===== config.mk =====
export PLATFORM = sky130hd
export DESIGN_NAME = reg_load_arbiter
export DESIGN_NICKNAME = d
export VERILOG_FILES = /design/src/rtl/reg_load_arbiter_pkg.sv /design/src/rtl/reg_load_arbiter_rr_pick.sv /design/src/rtl/reg_load_arbiter.sv
export SDC_FILE = /design/constraint.sdc
export NUM_CORES = 1
export LEC_CHECK = 0
export CELL_PAD_IN_SITES_DETAIL_PLACEMENT = 1
export CELL_PAD_IN_SITES_GLOBAL_PLACEMENT = 1
export CORE_ASPECT_RATIO = 0.75
export CORE_MARGIN = 2
export CORE_UTILIZATION = 39
export DETAILED_ROUTE_END_ITERATION = 6
export DONT_BUFFER_PORTS = 1
export PLACE_DENSITY_LB_ADDON = 0.1
export SLEW_MARGIN = 20
export SYNTH_ARGS = -nofsm -noshare
export SYNTH_HDL_FRONTEND = slang
export SYNTH_SLANG_ARGS = --single-unit
export TNS_END_PERCENT = 100

===== constraint.sdc =====
create_clock -name clk -period 3.15 [get_ports clk]
set_input_delay 0.63 -clock clk [delete_from_list [all_inputs] [get_ports clk]]
set_output_delay 0.63 -clock clk [all_outputs]
set_load 0.1 [all_outputs]

===== src/rtl/reg_load_arbiter_pkg.sv =====
// Shared types and constants for the operand-register load arbiter.
// The FSM states and the operand pipeline depth live here.
package reg_load_arbiter_pkg;

  typedef enum logic [1:0] {
    IDLE,
    LOAD,
    DRAIN1,
    DRAIN2
  } state_e;

  localparam int OPND_PIPE_LAT  = 2;
  localparam int DEF_DATA_WIDTH = 32;

  // Cycles spent in DRAIN1 before the final DRAIN2 cycle.
  localparam int DRAIN1_CYC = OPND_PIPE_LAT - 1;
  localparam int CNT_W      = 4;

endpackage


===== src/rtl/reg_load_arbiter_rr_pick.sv =====
// Round-robin winner search: first valid bit at or above ptr_i,
// wrapping modulo N; result is one-hot (all zeros if nothing valid).
module rr_pick #(
  parameter int N  = 4,
  parameter int IW = $clog2(N)
) (
  input  logic [N-1:0]  valid_i,
  input  logic [IW-1:0] ptr_i,
  output logic [N-1:0]  grant_o
);

  logic          found;
  logic [IW-1:0] idx;
  int            sum;

  always_comb begin
    grant_o = '0;
    found   = 1'b0;
    idx     = '0;
    sum     = 0;
    for (int k = 0; k < N; k++) begin
      sum = int'(ptr_i) + k;
      if (sum >= N) sum = sum - N;
      idx = IW'(sum);
      if (!found && valid_i[idx]) begin
        grant_o[idx] = 1'b1;
        found        = 1'b1;
      end
    end
  end

endmodule


===== src/rtl/reg_load_arbiter.sv =====
// Arbitrates requester loads into a pipelined operand register and
// signals completion once the value reaches the register output.
module reg_load_arbiter
  import reg_load_arbiter_pkg::*;
#(
  parameter int DATA_WIDTH = DEF_DATA_WIDTH,
  parameter int NUM_REQ    = 4,
  localparam int IW        = $clog2(NUM_REQ)
) (
  input  logic                          clk,
  input  logic                          reset,
  input  logic [NUM_REQ-1:0]            req_valid,
  input  logic [NUM_REQ*DATA_WIDTH-1:0] req_data,
  output logic [NUM_REQ-1:0]            req_ready,
  output logic                          load_a,
  output logic [DATA_WIDTH-1:0]         data_in_a,
  output logic                          rsp_valid,
  output logic [IW-1:0]                 rsp_id,
  output logic                          busy
);

  state_e                state_q, state_d;
  logic [IW-1:0]         ptr_q, ptr_d;
  logic [IW-1:0]         id_q, id_d;
  logic [DATA_WIDTH-1:0] data_q, data_d;
  logic [CNT_W-1:0]      cnt_q, cnt_d;

  logic [NUM_REQ-1:0]    grant;
  logic [IW-1:0]         win_idx;
  logic [DATA_WIDTH-1:0] win_data;

  rr_pick #(
    .N  (NUM_REQ),
    .IW (IW)
  ) u_rr_pick (
    .valid_i (req_valid),
    .ptr_i   (ptr_q),
    .grant_o (grant)
  );

  always_comb begin
    win_idx  = '0;
    win_data = '0;
    for (int i = 0; i < NUM_REQ; i++) begin
      if (grant[i]) begin
        win_idx  = IW'(i);
        win_data = req_data[i*DATA_WIDTH +: DATA_WIDTH];
      end
    end
  end

  always_comb begin
    state_d   = state_q;
    ptr_d     = ptr_q;
    id_d      = id_q;
    data_d    = data_q;
    cnt_d     = cnt_q;
    req_ready = '0;
    load_a    = 1'b0;
    rsp_valid = 1'b0;
    unique case (state_q)
      IDLE: begin
        req_ready = reset ? '0 : grant;
        if (|grant) begin
          id_d    = win_idx;
          data_d  = win_data;
          ptr_d   = (win_idx == IW'(NUM_REQ - 1)) ? '0 : win_idx + 1'b1;
          state_d = LOAD;
        end
      end
      LOAD: begin
        load_a  = 1'b1;
        cnt_d   = CNT_W'(DRAIN1_CYC - 1);
        state_d = DRAIN1;
      end
      DRAIN1: begin
        if (cnt_q == '0) state_d = DRAIN2;
        else             cnt_d   = cnt_q - 1'b1;
      end
      DRAIN2: begin
        rsp_valid = 1'b1;
        state_d   = IDLE;
      end
      default: state_d = IDLE;
    endcase
  end

  always_ff @(posedge clk) begin
    if (reset) begin
      state_q <= IDLE;
      ptr_q   <= '0;
      id_q    <= '0;
      data_q  <= '0;
      cnt_q   <= '0;
    end else begin
      state_q <= state_d;
      ptr_q   <= ptr_d;
      id_q    <= id_d;
      data_q  <= data_d;
      cnt_q   <= cnt_d;
    end
  end

  assign data_in_a = data_q;
  assign rsp_id    = id_q;
  assign busy      = (state_q != IDLE);

endmodule

==> summary by stage <==
Clocking
The clock reaches the later pin of the worst-skew pair after 300 ps. Clock tree synthesis selected as its root buffer the cell sky130_fd_sc_hd__clkbuf_8. After clock tree synthesis, the clock-pin slew on the worst setup and hold paths is 80 ps. No sink is reached through more buffers than the 2 on the longest clock path. The H-tree generated during clock tree synthesis spans 2 levels. Counting every sink on the clock net gives 42. The TritonCTS clock tree is built. Counting the buffers created by CTS gives 5. In this run, post-CTS hold repair placed 0 buffers.

Yosys
The number of nets produced by synthesis is 463. A synthesized cell averages 8.625 um2. The leading register cell type out of synthesis is sky130_fd_sc_hd__dfxtp_1.

The count of state elements after synthesis is 42. The share of flip-flops with an asynchronous set or reset after synthesis is 0. The sequential-to-total area share from yosys stat is 0.3066. In the synthesized netlist, the number of instances is 318. Counting flops with a built-in enable in the synthesized netlist gives 0. The number of distinct library cells after synthesis is 37. For this run, the number of Yosys warnings is 0.

The cell type with the highest aggregate area in the netlist is sky130_fd_sc_hd__dfxtp_1. Ranked by total cell area, the synthesized netlist is headed by sky130_fd_sc_hd__dfxtp_1 31%, sky130_fd_sc_hd__a221oi_1 11%, sky130_fd_sc_hd__a21o_1 8.8%. The synthesized netlist occupies a cell area of 2743 um2. The share of Yosys cell area claimed by the top area cell type is 0.3066.

Worst hold path
The destination of the worst hold path is ptr_q[0]. Counting instances, the worst hold path has a depth of 1. The class of the tightest hold or removal check is in2reg. The startpoint identified for the worst hold timing path is reset.

Global routing
The first global-routing pass estimated 13860 um of wire. The initial antenna violation count was 0. Entering global routing, the biggest net connects 54 pins. The total congestion overflow is 0. For this run, the total global-route usage over all layers was measured as 0.2273. The number of global-route vias before repair is 2717.

Critical path
The worst path arrival time is 2610 ps. STA classifies the critical path startpoint as a flop. The critical path in this run is classified as reg2out.

The worst-case reg-to-reg path depth is 14. The worst register-to-register path has a setup slack of -90 ps. The critical path starts at ptr_q[0]. Along the worst path, the maximum fanout reaches 6.

The category of the worst setup path capture point is an output port. The worst endpoint required time is 2520 ps. The worst reg2reg path endpoint is data_in_a[28]. The startpoint of the lowest-slack register-to-register path is ptr_q[0].

Floorplan
The die covers 7726 um2. The number of core rows is 26. For this configuration, the core starts out at a cell density of 0.4034. The die span in y is 76.63 um. The overall die width is 100.8 um. The count of pins on the block boundary is 175. The area of the core is 6799 um2.

Cells and area
The leading cell type in the layout, fill and taps excluded is sky130_fd_sc_hd__dfxtp_1. The number of antenna diodes in the final layout is 0. The top cell types in the final layout, fill and taps aside, are 40 x sky130_fd_sc_hd__dfxtp_1, 39 x sky130_fd_sc_hd__buf_4, 34 x sky130_fd_sc_hd__nand3_1, 32 x sky130_fd_sc_hd__a21o_1, 21 x sky130_fd_sc_hd__o21ai_0. For this run, the post-layout net count is 505. The fraction of layout cells with a size suffix above 1 is 0.3601. The relative area change from synthesis to final layout is 39.05%.

Pwr
The clock network fraction of design power is 0.069. For this design the ratio of total power to cell area is 1320 nW/um2. Of the total power, registers draw 0.258. Across the VDD grid, the largest voltage drop is 616.4 uV. The switching part of the total power is 0.5269.

In this run the static leakage power is 0.001652 uW. The internal power contribution is 2381 uW. The share of total power dissipated in combinational logic is 0.673. For this design the total switching power over the nets is 2653 uW. The total power is 5034 uW.

Timing
Clock skew on the completed layout was measured at 9.910 ps. The slack of the critical path is -93.40 ps. At the pin with the least slew margin, the transition time is 1061 ps. The period utilization is 1.030. The final setup TNS is -895.4 ps. The final hold violation count was 0.

The worst pin sits at a relative slew slack of 0.2916. The final count of pins violating max slew is 0. Setup repair after global routing could not meet its margin everywhere. Setup violations remaining at the end of the flow were counted as 18.

The maximum achievable frequency is 0.3083 GHz. The time the worst path needs with I/O delays and setup is 3243 ps.

Route
Wires add up to 10650 um. Detailed routing placed a total of 5359 um of wire on met2. Dividing the detail-routed via count by the number of cells gives 6.560. The total met3 wirelength after detailed routing is 899 um. The wire length on met1 is 4274 um. The number of nets still failing antenna checks after routing is 0. In the final routed layout, each cell accounts on average for 23.93 um. The initial detailed-routing violation count is 118. The uppermost metal layer occupied by signal nets is met4. The number of design rule violations left after detail routing is 0. The count of TritonRoute iterations in the first routing pass is 4. The routed via count is 2919.

Placement
In this run the tool buffered the top-level ports with 0 buffer cells. Routability-driven placement finished with a final weighted congestion of 0.8356. The wire-length estimate of the detail-placed layout is 6976 um.

Outcome
The final reports fail on negative setup slack. The flow ran to the end, but the final reports show violations.

Job
Across the run, the number of max-cap violations was 0.
==> metrics by stage <==
step | hold slack, ps | worst slack, ps | util | cells | cell area [um2]
6_report | 392.6 | -93.40 | 0.5609 | 445 | 3814
5_1_grt | 375.4 | -264.4 | 0.5609 | 445 | 3814
4_1_cts | 385.1 | -174.3 | 0.4774 | 413 | 3246
3_5_place_dp | 495.9 | -20.28 | 0.4498 | 397 | 3058
3_3_place_gp | 467.4 | 60.86 | 0.4498 | 397 | 3058
2_1_floorplan | 456.7 | -298.7 | - | 318 | 2798
==> critical path, cell delays in order, from the launching register on <==
cell                       delay [ps]
sky130_fd_sc_hd__dfxtp_2          360
sky130_fd_sc_hd__inv_4             40
sky130_fd_sc_hd__ha_4             260
sky130_fd_sc_hd__mux4_2           580
sky130_fd_sc_hd__buf_6            160
sky130_fd_sc_hd__nor3b_4          310
sky130_fd_sc_hd__buf_4            170
sky130_fd_sc_hd__a221oi_2          90
sky130_fd_sc_hd__nor2_4           140
sky130_fd_sc_hd__buf_12           180
==> cells in the mapped netlist (all sizes together) (2+ instances only) <==
master and n:
and3 2, a21oi 4, o31ai 18, nor2 22, a221o 4, o21ai 23
a21o 32, nand2b 5, clkbuf 17, ha 11, dfxtp 42, a221oi 35
mux4 4, nand2 12, buf 15, inv 7, nand3 34, o41ai 16
==> layer usage <==
metal / up-vias / global-route usage
li1: 1344 / -
met1: 1439 / 0.2733
met2: 127 / 0.3927
met3: 9 / 0.07248
met4: 0 / 0.05068
met5: - / 0
==> registers in the layout, indices dropped and copies added (netlist names) <==
signal and flops:
state_q 2, rsp_id 2, ptr_q 2, data_in_a 32, cnt_q 4
==> power groups by stage <==
stage | Combinational [uW] | Clock [uW] | Sequential, uW
after detailed placement | 2390 | 0 | 1310
after floorplan | 1750 | 0 | 1280
after global placement | 2340 | 0 | 1310
after global routing | 3630 | 385 | 1310
after CTS | 2510 | 357 | 1300
final | 3390 | 350 | 1300
==> cell type report <==
| class | instances | area, um2 |
|---|---|---|
| Fill cell | 765 | 2985 |
| Multi-Input combinational cell | 236 | 2059 |
| Sequential cell | 42 | 843.3 |
| Timing Repair Buffer | 67 | 686.9 |
| Tap cell | 84 | 105.1 |
| Clock buffer | 6 | 72.57 |
| Inverter | 8 | 32.53 |
| Clock inverter | 2 | 13.76 |
==> kinds of logic (layout without fill, tap and decap cells) <==
family                     count (synthesis)  after routing  share of synthesized area
xor gates and xnor gates                   1              1                   0.003194
and+or+nand+nor                           83             83                     0.1542
adders and majority gates                 11             11                    0.05018
DFF                                       42             42                     0.3066
buffers and inverters                     40             83                    0.06706
AOI/OAI and AO/OA                        137            137                     0.3860
muxes                                      4              4                    0.03285
==> worst max path at each step <==
stage | to | slack (ps) | cells after the start
final | req_ready[1] | -90 | 9
after floorplan | req_ready[2] | -300 | 9
after global routing | data_in_a[28] | -260 | 14
after CTS | req_ready[1] | -170 | 8
after global placement | data_in_a[1] | 60 | 8
after detailed placement | data_in_a[13] | -20 | 10
==> timing repair <==
| action | CTS | global route |
|---|---|---|
| buffers inserted | 8 | 32 |
| gates cloned | 0 | 3 |
| pin swaps | 6 | 28 |
| gates resized for setup | 9 | 66 |
| endpoints found under the setup margin | 7 | 42 |
Note: power is estimated with default switching activity, not from simulation.
==> edit, RTL diff (same flow settings) <==
`CNT_W`: 4 -> 6.
--- a/src/rtl/reg_load_arbiter_pkg.sv
+++ b/src/rtl/reg_load_arbiter_pkg.sv
@@ -14,7 +14,7 @@
 
   // Cycles spent in DRAIN1 before the final DRAIN2 cycle.
   localparam int DRAIN1_CYC = OPND_PIPE_LAT - 1;
-  localparam int CNT_W      = 4;
+  localparam int CNT_W      = 6;
 
 endpackage
 
Formal check against the unedited RTL: same outputs for any inputs over 10 cycles, from zero or initial values and one cycle with reset high; that may be too few to reach the edited logic, so the function may still have changed.
==> edit against the original RTL <==
- die area rose by 5.3%
- setup slack improved by 0.13 ns
- first-iteration DRC count fell by 25%
- routed wire length fell by 3.4%
- critical path depth fell by 1
- power rose by 5.8%
- count of clock-buffer cells in the layout fell by 1
- synthesized area rose by 5.6%
- combinational power fell by 4%
- sequential cell count rose by 2
- final area fell by 8.4%
- highest routed layer unchanged
==> edit: results (changes against the original RTL) <==
Place
  • Worst setup slack before clock tree synthesis: 0.0689 ns (was -0.0203 ns)
  • Placed cell area: 3210 um^2 (was 3060 um^2)
  • Final Wtd Congestion: 0.795 (was 0.836)
  • Placed cell count: 446 (was 397)

Logic synthesis
  • Synth unique cells: 40 (was 37)
  • Share of synthesized area occupied by flip-flops and latches: 30.4% (was 30.7%)
  • Net Count, Synth: 498 (was 463)
  • Area contributors post-synth: sky130_fd_sc_hd__dfxtp_1, sky130_fd_sc_hd__a21oi_1, sky130_fd_sc_hd__o2bb2ai_1 (was sky130_fd_sc_hd__dfxtp_1, sky130_fd_sc_hd__a221oi_1, sky130_fd_sc_hd__a21o_1)

Power and ir drop
  • Pleak: 1.36 nW (was 1.65 nW)
  • Part of the total power dissipated in sequential elements: 32.4% (was 25.8%)
  • Maximum resistive drop on vdd: 611 uV (was 616 uV)
  • P_comb: 3.25 mW (was 3.39 mW)
  • Internal power summed over all cells: 2.31 mW (was 2.38 mW)
  • Power density over the cells: 1520 nW/um^2 (was 1320 nW/um^2)

STA
  • Final worst path period need: 3.11 ns (was 3.24 ns)
  • Max-Slew Margin vs Limit: 32.1% (was 29.2%)
  • Largest clock skew in the final design: 0.00950 ns (was 0.00991 ns)
  • Post-route worst hold slack: 0.396 ns (was 0.393 ns)

Setup path
  • Register-to-register setup slack: 0.06 ns (was -0.09 ns)
  • CP Data Arrival Time: 2.48 ns (was 2.61 ns)
  • Maximum net fanout on the critical path: 4 (was 6)
  • Number of cells on the worst reg-to-reg path: 12 (was 14)
  • Destination of the worst register-to-register timing path: data_in_a[25] (was data_in_a[28])
  • Capturing element of the worst setup path: req_ready[0] (was req_ready[1])

Finish
  • Non-filler cells, final: 469 (was 445)
  • Final Net Count: 514 (was 505)

GRT
  • Total track usage: 22.4% (was 22.7%)
  • Wire length of the first global-routing pass: 14,200 um (was 13,900 um)
  • Pin count of the biggest net entering global routing: 44 (was 54)
  • Vias in the first global route: 2,711 (was 2,717)

Drt
  • Initial DRC count: 88 (was 118)
  • Drt wl/cell: 21.9 um (was 23.9 um)

Status
  • Status: complete, no violations (was complete, but fails checks)
[edit: cell type report]
cell class              count  area, um^2
clock inverters             2        12.5
flip-flops and latches     44         883
well taps                 101         126
repair buffers             43         455
fillers                   854        3770
inverters                   8        32.5
clock buffers               5        68.8
multi-input cells         266        1920
[edit: metal layers]
metal	vias up	part of all wire, %	GRT usage (%)
li1	1365	-	-
met1	1426	44	28.7
met2	120	47	37.2
met3	4	8.3	6.77
met4	0	0.56	4.21
met5	-	0	0
[edit: kinds of logic (layout without fill, tap and decap cells)]
group | count (synthesis) | in the layout | share of synthesized area (%)
compound gates | 160 | 160 | 37.8
simple gates | 84 | 84 | 14.5
flops | 44 | 44 | 30.4
buf+inv | 42 | 58 | 7.13
fa+ha+maj | 12 | 12 | 5.19
mux | 6 | 6 | 3.80
xor+xnor | 4 | 4 | 1.21
[edit: repair_timing]
action | 4_1_cts | 5_1_grt
gates cloned | 0 | 4
setup buffers | 6 | 6
gates resized for setup | 3 | 24
endpoints found under the setup margin | 4 | 37
pin swaps | 3 | 6
